File: src/rtl/dsp_file_engine_if.sv
// Request/response bundle between dsp_file_engine and the single-transfer bus master.
// The engine drives the request side; the bus master answers with active/data_rd.
interface dsp_file_engine_if #(
    parameter int unsigned dw = 32,
    parameter int unsigned aw = 32
);
    logic [aw-1:0] address;
    logic          start;
    logic [3:0]    selection;
    logic          write;
    logic [dw-1:0] data_wr;
    logic [dw-1:0] data_rd;
    logic          active;

    modport master (output address, start, selection, write, data_wr, input data_rd, active);
    modport slave  (input address, start, selection, write, data_wr, output data_rd, active);
endinterface

File: src/rtl/dsp_file_engine.sv
// Circular-file engine: reads/writes one element of a RAM-resident file per request,
// fetching and updating its descriptor through the single-transfer bus master.
module dsp_file_engine #(
    parameter int unsigned    dw          = 32,
    parameter int unsigned    aw          = 32,
    parameter int unsigned    NUM_FILES   = 8,
    parameter logic [aw-1:0]  FILE_BASE   = 32'h0000_0000,
    parameter logic [aw-1:0]  DESC_STRIDE = 32'h0000_0020,
    parameter bit             CACHE_EN    = 1'b1
) (
    input  logic               wb_clk,
    input  logic               wb_rst_n,
    input  logic [7:0]         file_num,
    input  logic               file_read,
    input  logic               file_write,
    input  logic [dw-1:0]      file_write_data,
    output logic [dw-1:0]      file_read_data,
    output logic               file_busy,
    output logic               file_done,
    output logic               file_error,
    dsp_file_engine_if.master  bus
);
    typedef enum logic [2:0] {
        S_IDLE, S_CHECK, S_DESC_RD, S_EVAL, S_DATA, S_WB_STATUS, S_WB_PTR, S_DONE
    } state_t;

    localparam logic [8:0] NF = 9'(NUM_FILES);

    state_t          state_r;
    logic [1:0]      bus_phase_r;
    logic [2:0]      desc_idx_r;
    logic [7:0]      fnum_r, cache_fnum_r;
    logic            rd_req_r, wr_req_r, err_r, cache_valid_r;
    logic [dw-1:0]   wdata_r, status_r, rdata_r;
    logic [aw-1:0]   start_ptr_r, end_ptr_r, rd_ptr_r, wr_ptr_r, op_ptr_r;
    logic [1:0]      control_r;
    logic            busy_r, done_r, error_r;
    logic [aw-1:0]   bus_addr_r;
    logic            bus_start_r, bus_write_r;
    logic [3:0]      bus_sel_r;
    logic [dw-1:0]   bus_data_r;

    logic [aw-1:0]   desc_base_s, inc_s, cur_ptr_s, sum_s, next_ptr_s;
    logic            wrap_s, bad_req_s, cache_hit_s, bus_state_s, bus_done_s;
    logic [3:0]      lane_sel_s, req_sel_s;
    logic [dw-1:0]   wr_lanes_s, rd_shift_s, rd_lane_s, req_data_s;
    logic [aw-1:0]   req_addr_s;
    logic            req_we_s;

    assign desc_base_s = FILE_BASE + DESC_STRIDE * aw'(fnum_r);
    assign bad_req_s   = ({1'b0, fnum_r} >= NF) || (rd_req_r && wr_req_r);
    assign cache_hit_s = CACHE_EN && cache_valid_r && (cache_fnum_r == fnum_r);
    assign bus_state_s = (state_r == S_DESC_RD) || (state_r == S_DATA) ||
                         (state_r == S_WB_STATUS) || (state_r == S_WB_PTR);
    assign bus_done_s  = (bus_phase_r == 2'd2) && !bus.active;
    assign cur_ptr_s   = wr_req_r ? wr_ptr_r : rd_ptr_r;
    assign sum_s       = cur_ptr_s + inc_s;
    assign wrap_s      = sum_s > end_ptr_r;
    assign next_ptr_s  = wrap_s ? start_ptr_r : sum_s;

    // Element increment from the descriptor size field
    always_comb begin
        inc_s = aw'(3'd0);
        case (control_r)
            2'd1:    inc_s = aw'(3'd1);
            2'd2:    inc_s = aw'(3'd2);
            2'd3:    inc_s = aw'(3'd4);
            default: inc_s = aw'(3'd0);
        endcase
    end

    // Byte-lane enables, replicated write data and right-justified read data
    always_comb begin
        lane_sel_s = 4'hF;
        wr_lanes_s = wdata_r;
        rd_shift_s = bus.data_rd >> {op_ptr_r[1:0], 3'b000};
        rd_lane_s  = rd_shift_s;
        case (control_r)
            2'd1: begin
                lane_sel_s = 4'b0001 << op_ptr_r[1:0];
                wr_lanes_s = {4{wdata_r[7:0]}};
                rd_lane_s  = {24'h00_0000, rd_shift_s[7:0]};
            end
            2'd2: begin
                lane_sel_s = op_ptr_r[1] ? 4'hC : 4'h3;
                wr_lanes_s = {2{wdata_r[15:0]}};
                rd_lane_s  = {16'h0000, rd_shift_s[15:0]};
            end
            default: begin
                lane_sel_s = 4'hF;
            end
        endcase
    end

    // Bus request contents for whichever bus-owning state is active
    always_comb begin
        req_addr_s = {aw{1'b0}};
        req_we_s   = 1'b0;
        req_sel_s  = 4'hF;
        req_data_s = {dw{1'b0}};
        case (state_r)
            S_DESC_RD: req_addr_s = desc_base_s + aw'({desc_idx_r, 2'b00});
            S_DATA: begin
                req_addr_s = {op_ptr_r[aw-1:2], 2'b00};
                req_we_s   = wr_req_r;
                req_sel_s  = lane_sel_s;
                req_data_s = wr_req_r ? wr_lanes_s : {dw{1'b0}};
            end
            S_WB_STATUS: begin
                req_addr_s = desc_base_s + aw'(5'h10);
                req_we_s   = 1'b1;
                req_data_s = status_r;
            end
            S_WB_PTR: begin
                req_addr_s = desc_base_s + (wr_req_r ? aw'(5'h0C) : aw'(5'h08));
                req_we_s   = 1'b1;
                req_data_s = wr_req_r ? wr_ptr_r : rd_ptr_r;
            end
            default: req_addr_s = {aw{1'b0}};
        endcase
    end

    // Request sequencer, descriptor cache and bus handshake
    always_ff @(posedge wb_clk) begin
        if (!wb_rst_n) begin
            state_r <= S_IDLE;       bus_phase_r <= 2'd0;    desc_idx_r <= 3'd0;
            fnum_r <= 8'd0;          cache_fnum_r <= 8'd0;   cache_valid_r <= 1'b0;
            rd_req_r <= 1'b0;        wr_req_r <= 1'b0;       err_r <= 1'b0;
            wdata_r <= {dw{1'b0}};   status_r <= {dw{1'b0}}; rdata_r <= {dw{1'b0}};
            start_ptr_r <= {aw{1'b0}}; end_ptr_r <= {aw{1'b0}};
            rd_ptr_r <= {aw{1'b0}};  wr_ptr_r <= {aw{1'b0}}; op_ptr_r <= {aw{1'b0}};
            control_r <= 2'd0;       busy_r <= 1'b0;         done_r <= 1'b0;
            error_r <= 1'b0;         bus_addr_r <= {aw{1'b0}}; bus_start_r <= 1'b0;
            bus_write_r <= 1'b0;     bus_sel_r <= 4'h0;      bus_data_r <= {dw{1'b0}};
        end else begin
            case (state_r)
                S_IDLE: begin
                    if (file_read || file_write) begin
                        fnum_r   <= file_num;
                        rd_req_r <= file_read;
                        wr_req_r <= file_write;
                        wdata_r  <= file_write_data;
                        err_r    <= 1'b0;
                        busy_r   <= 1'b1;
                        state_r  <= S_CHECK;
                    end
                end
                S_CHECK: begin
                    if (bad_req_s) begin
                        err_r <= 1'b1; cache_valid_r <= 1'b0;
                        done_r <= 1'b1; error_r <= 1'b1; state_r <= S_DONE;
                    end else if (cache_hit_s) begin
                        state_r <= S_EVAL;
                    end else begin
                        desc_idx_r <= 3'd0; bus_phase_r <= 2'd0; state_r <= S_DESC_RD;
                    end
                end
                S_DESC_RD: begin
                    if (bus_done_s) begin
                        case (desc_idx_r)
                            3'd0:    start_ptr_r <= bus.data_rd;
                            3'd1:    end_ptr_r   <= bus.data_rd;
                            3'd2:    rd_ptr_r    <= bus.data_rd;
                            3'd3:    wr_ptr_r    <= bus.data_rd;
                            3'd4:    status_r    <= bus.data_rd;
                            default: control_r   <= bus.data_rd[1:0];
                        endcase
                        bus_phase_r <= 2'd0;
                        if (desc_idx_r == 3'd5) state_r <= S_EVAL;
                        else desc_idx_r <= desc_idx_r + 3'd1;
                    end
                end
                S_EVAL: begin
                    bus_phase_r <= 2'd0;
                    if (control_r == 2'd0) begin
                        err_r <= 1'b1; status_r[3] <= 1'b1; state_r <= S_WB_STATUS;
                    end else if (rd_req_r && (rd_ptr_r == wr_ptr_r)) begin
                        err_r <= 1'b1; status_r[1] <= 1'b1; status_r[3] <= 1'b1; state_r <= S_WB_STATUS;
                    end else if (wr_req_r && (next_ptr_s == rd_ptr_r)) begin
                        err_r <= 1'b1; status_r[2] <= 1'b1; status_r[3] <= 1'b1; state_r <= S_WB_STATUS;
                    end else begin
                        op_ptr_r <= cur_ptr_s;
                        if (wr_req_r) wr_ptr_r <= next_ptr_s;
                        else rd_ptr_r <= next_ptr_s;
                        status_r[2:1] <= 2'b00;
                        if (wrap_s) status_r[0] <= 1'b1;
                        state_r <= S_DATA;
                    end
                end
                S_DATA: begin
                    if (bus_done_s) begin
                        if (rd_req_r) rdata_r <= rd_lane_s;
                        bus_phase_r <= 2'd0;
                        state_r <= S_WB_STATUS;
                    end
                end
                S_WB_STATUS: begin
                    if (bus_done_s) begin
                        bus_phase_r <= 2'd0;
                        if (err_r) begin
                            cache_valid_r <= 1'b0; done_r <= 1'b1; error_r <= 1'b1; state_r <= S_DONE;
                        end else begin
                            state_r <= S_WB_PTR;
                        end
                    end
                end
                S_WB_PTR: begin
                    if (bus_done_s) begin
                        bus_phase_r <= 2'd0;
                        cache_valid_r <= CACHE_EN;
                        cache_fnum_r <= fnum_r;
                        done_r <= 1'b1;
                        state_r <= S_DONE;
                    end
                end
                S_DONE: begin
                    done_r <= 1'b0; error_r <= 1'b0; busy_r <= 1'b0; state_r <= S_IDLE;
                end
                default: state_r <= S_IDLE;
            endcase
            // Phase 0 launches, 1 holds start until active, 2 waits for active to drop
            if (bus_state_s) begin
                case (bus_phase_r)
                    2'd0: begin
                        bus_addr_r <= req_addr_s; bus_write_r <= req_we_s;
                        bus_sel_r <= req_sel_s;   bus_data_r <= req_data_s;
                        bus_start_r <= 1'b1;      bus_phase_r <= 2'd1;
                    end
                    2'd1: begin
                        if (bus.active) begin
                            bus_start_r <= 1'b0; bus_write_r <= 1'b0; bus_phase_r <= 2'd2;
                        end
                    end
                    default: bus_start_r <= 1'b0;
                endcase
            end
        end
    end

    assign file_read_data = rdata_r;
    assign file_busy      = busy_r;
    assign file_done      = done_r;
    assign file_error     = error_r;
    assign bus.address    = bus_addr_r;
    assign bus.start      = bus_start_r;
    assign bus.selection  = bus_sel_r;
    assign bus.write      = bus_write_r;
    assign bus.data_wr    = bus_data_r;
endmodule
File: src/flat_wrapper.sv
// flat-port wrapper written by rule: the top's interface ports become plain ports
module dsp_file_engine_flat 
#(
    parameter int unsigned    dw          = 32,
    parameter int unsigned    aw          = 32,
    parameter int unsigned    NUM_FILES   = 8,
    parameter logic [aw-1:0]  FILE_BASE   = 32'h0000_0000,
    parameter logic [aw-1:0]  DESC_STRIDE = 32'h0000_0020,
    parameter bit             CACHE_EN    = 1'b1
)
  (wb_clk, wb_rst_n, file_num, file_read, file_write, file_write_data, file_read_data, file_busy, file_done, file_error, bus_address, bus_start, bus_selection, bus_write, bus_data_wr, bus_data_rd, bus_active);
  dsp_file_engine_if #(.dw(dw), .aw(aw)) bus_i ();
  input  logic wb_clk;
  input  logic wb_rst_n;
  input  logic [7:0] file_num;
  input  logic file_read;
  input  logic file_write;
  input  logic [dw-1:0] file_write_data;
  output logic [dw-1:0] file_read_data;
  output logic file_busy;
  output logic file_done;
  output logic file_error;
  output wire logic [$bits(bus_i.address)-1:0] bus_address;
  output wire logic [$bits(bus_i.start)-1:0] bus_start;
  output wire logic [$bits(bus_i.selection)-1:0] bus_selection;
  output wire logic [$bits(bus_i.write)-1:0] bus_write;
  output wire logic [$bits(bus_i.data_wr)-1:0] bus_data_wr;
  input wire logic [$bits(bus_i.data_rd)-1:0] bus_data_rd;
  input wire logic [$bits(bus_i.active)-1:0] bus_active;
  assign bus_address = bus_i.address;
  assign bus_start = bus_i.start;
  assign bus_selection = bus_i.selection;
  assign bus_write = bus_i.write;
  assign bus_data_wr = bus_i.data_wr;
  assign bus_i.data_rd = bus_data_rd;
  assign bus_i.active = bus_active;
  dsp_file_engine #(.dw(dw), .aw(aw), .NUM_FILES(NUM_FILES), .FILE_BASE(FILE_BASE), .DESC_STRIDE(DESC_STRIDE), .CACHE_EN(CACHE_EN)) u_core (.wb_clk(wb_clk), .wb_rst_n(wb_rst_n), .file_num(file_num), .file_read(file_read), .file_write(file_write), .file_write_data(file_write_data), .file_read_data(file_read_data), .file_busy(file_busy), .file_done(file_done), .file_error(file_error), .bus(bus_i));
endmodule
File: config.mk
export PLATFORM = sky130hd
export DESIGN_NAME = dsp_file_engine_flat
export DESIGN_NICKNAME = d
export VERILOG_FILES = /design/src/rtl/dsp_file_engine_if.sv /design/src/rtl/dsp_file_engine.sv /design/src/flat_wrapper.sv
export SDC_FILE = /design/constraint.sdc
export NUM_CORES = 1
export LEC_CHECK = 0
export CORE_MARGIN = 8
export CORE_UTILIZATION = 60
export DETAILED_ROUTE_END_ITERATION = 10
export PLACE_DENSITY = 0.83
export SYNTH_ARGS = -nofsm -noshare
export SYNTH_HDL_FRONTEND = slang
export SYNTH_SLANG_ARGS = --single-unit
File: constraint.sdc
create_clock -name wb_clk -period 12.84 [get_ports wb_clk]
set_clock_uncertainty 0.05 [all_clocks]
set_input_delay 2.568 -clock wb_clk [delete_from_list [all_inputs] [get_ports wb_clk]]
set_output_delay 2.568 -clock wb_clk [all_outputs]
set_load 0.005 [all_outputs]
==> impl_metrics.ini <==
[run_status]
status = complete, no violations

[power_and_ir_drop]
peakVddDrop_mv = 0.123
p_switching_mw = 1.19
pwr-share-seq_pct = 38.4
power.total_mw = 3.33
combPwrFrac_pct = 27.2
sw_frac_of_total_pct = 35.7
p_leak_nw = 8.10
clock_power_share_pct = 34.4
internal-power_mw = 2.14
p_per_area_mw_per_mm2 = 152

[worst_hold_path]
hold_path.class = flip-flop to flip-flop
min_from = u_core.status_r[0]

[route]
drt_iter0_drc = 2592
final_antenna_net_count = 0
wl_per_cell_um = 25.4
drtPass1Iterations = 6
routed_via_density = 6.61
drc = 0
vias = 19333
finalWirelength_um = 74300

[yosys]
synth.area.top_cells = dfxtp_1 (38%), nand2_1 (10%), a21oi_1 (8.4%), mux2i_1 (5.1%), clkbuf_1 (3.0%)
synth_top_family_by_area = simple AND/OR/NAND/NOR gates
synth_ff_type = dfxtp_1
synth-simple-area-share_pct = 22.0
synth_top_area_share_pct = 37.7
netlist-cell-type-count = 90
ys_warn_count = 0
synth_seq_area_share_pct = 37.7
async_flop_share_pct = 0
syn_area_per_cell_um2 = 7.78
synth_compound_area_share_pct = 20.5
ys_seq_elements = 357
syn_area_mm2 = 0.0190
yosysTopAreaCell = dfxtp_1
synthCells = 2436
synth_edf_count = 0
synthAdderAreaFrac_pct = 3.08
synthXorXnorAreaFrac_pct = 4.60
muxShareOfSynthArea_pct = 6.16

[setup_path]
required_ns = 13.23
path_cells = mux2_2, ha_1, nand3_1, a22oi_2, and3_1, nand2_1, xnor2_1, o21ai_0, ha_1, a21oi_1, o21a_1, o21bai_1, a2111oi_0, o21a_2, buf_4, o2111ai_1, o221ai_1, nand4_1, nor4_4, buf_4, o22a_2, mux2i_1
r2r-start = u_core.wr_req_r
crit_path_start = u_core.wr_req_r
worst_path_max_delay_cell = o22a_2
worstSetupEndpointType = flip-flop
cp.arrival_ns = 8.65
cpPeakStageDelay_ns = 0.98
start_kind = flip-flop
worstPathMaxFanout = 36
crit_type = flip-flop to flip-flop

[timing]
setup_violations = 0
finalCritPeriodShare_pct = 64.3
fin_setup_tns_ns = 0
final-hold-violation-count = 0
maxSlewViolCount = 0
layout_setup_ws_ns = 4.58
rsz0062_at_grt = no
fmax_mhz = 121
period_needed_ns = 8.26
worst_pin_slew_ns = 1.22
slew_headroom_pct = 18.6

[clock_tree]
numCtsBuffers = 39
cts_hold_buf = 0
clockRootBuffer = clkbuf_16
cts_tree = done
clock_latency_ns = 0.55
clockBufferDepth = 3
htree_levels = 2
cts_resized = 0
cts.sinks = 357
postCtsSetupRepairBufs = 0
clk_pin_slew_ns = 0.06

[global_routing]
grt.overflow.total = 0
grt_pass1_vias = 18182
grt_antenna_before_repair = 4
track_usage_pct = 37.7
grt_pass1_wl_um = 111000
grt_max_degree = 106

[floorplanning]
die_h_um = 194
rows = 65
io_pins = 182
die-area_mm2 = 0.0375
initial_core_util_pct = 60.6
die_w_um = 194
core_mm2 = 0.0313

[placement]
place_ws_ns = 4.81
dp_hpwl_um = 53800
place_congestion = 1.02
placed_cell_area_mm2 = 0.0207
numPortBuffers = 179

[cells_and_area]
fin_nets = 2615
design_area_mm2 = 0.0220
n_fill_cell = 2512
syn2layout_area_growth_pct = 16.0
layout-drive-gt1-share_pct = 6.47
utilization_pct = 70.2

[run]
drv_cap = 0
## power by group through the flow
stage / Sequential [mW] / Clock (mW) / Combinational (mW)
detailed placement: 1.30 / 0 / 0.878
CTS: 1.27 / 1.14 / 0.883
global placement: 1.29 / 0 / 0.866
finish: 1.28 / 1.15 / 0.906
global route: 1.28 / 1.19 / 0.968
floorplan: 1.25 / 0 / 0.622
## sequential cells by signal (all words and copies together) (netlist names), 2 cells and up
name and cells:
u_core.bus.address 30, u_core.bus.data_wr 32, u_core.bus.selection 4, u_core.bus_phase_r 2, u_core.cache_fnum_r 8, u_core.control_r 2
u_core.desc_idx_r 3, u_core.end_ptr_r 32, u_core.file_read_data 32, u_core.fnum_r 8, u_core.op_ptr_r 32, u_core.rd_ptr_r 32
u_core.start_ptr_r 32, u_core.state_r 3, u_core.status_r 32, u_core.wdata_r 32, u_core.wr_ptr_r 32
## worst max-delay path: cells and delay by family (launching register included)
kind | cells | cell delay [ns]
muxes | 2 | 0.73
buffers and inverters | 2 | 0.79
AOI/OAI and AO/OA | 10 | 3.74
xor gates and xnor gates | 1 | 0.15
DFF | 1 | 0.70
and+or+nand+nor | 5 | 1.20
adders and majority gates | 2 | 0.71
## logic make-up after synthesis
kind of cell | Yosys count
multiplexers | 114
AND/OR/NAND/NOR | 938
XOR/XNOR | 98
buffers and inverters | 271
flip-flops | 357
AO/OA/AOI/OAI | 611
adder cells (fa/ha/maj) | 46
other | 1
## Yosys cell counts, types with 25 or more instances
library cell / instances
inv_1: 74
nor3_1: 65
nand2_1: 515
nor2_1: 148
xor2_1: 41
nand3_1: 83
dfxtp_1: 357
a211oi_1: 29
clkbuf_1: 153
a22oi_1: 25
xnor2_1: 56
ha_1: 45
o21ai_0: 76
mux2i_1: 97
a21oi_1: 318
## layer usage
metal,part of all wire [%],track usage [%]
met1,40,49.3
met5,0.054,0
met4,5.5,20.1
met3,11,8.69
met2,43,57.1
## through the flow
step,hold slack (ns),std cells
floorplan,0.373,2437
global route,0.416,2922
CTS,0.396,2922
global placement,0.383,2853
detailed placement,0.387,2853
finish,0.395,2925
## cell type report
cell class	count	area, um^2	share of cell area, %
well taps	402	503	2.29
inverters	76	293	1.33
multi-input cells	1809	10700	48.9
clock inverters	16	211	0.962
diodes	3	7.51	0.0341
repair buffers	209	2010	9.15
clock buffers	53	1070	4.86
flip-flops and latches	357	7150	32.5
## path summary, 6_finish.rpt
| kind | slack [ns] | to | depth (start not counted) |
|---|---|---|---|
| worst min register to register | 0.40 | u_core.status_r[0] | 2 |
| worst max register to register | 4.58 | u_core.wr_ptr_r[8] | 22 |
| worst min-delay path | 0.40 | u_core.status_r[0] | 2 |
| worst max-delay path | 4.58 | u_core.wr_ptr_r[8] | 22 |
## cell usage in the layout (no fill, tap or decap), drive strengths merged, types with 6 or more instances in the layout
cell	synthesis	final
nand3	84	84
a22oi	27	27
buf	41	31
or3	9	9
xor2	41	41
a222oi	24	24
a31oi	7	7
mux2	15	15
nor4	19	19
a211oi	31	31
mux2i	99	99
nor2b	19	19
a2111oi	7	7
clkdlybuf4s50	0	178
a21oi	318	318
a41o	6	6
inv	75	78
nor3	67	67
o22ai	6	6
a22o	6	6
o211ai	24	24
nand4b	8	8
o221ai	13	13
o21ai	82	82
and2	6	6
nor2	148	148
dfxtp	357	357
clkinv	1	8
nand4	28	28
nand2b	7	7
nand2	515	515
a311oi	18	18
and3	11	11
xnor2	56	56
ha	45	45
clkbuf	154	53
(Power assumes the default switching activity.)
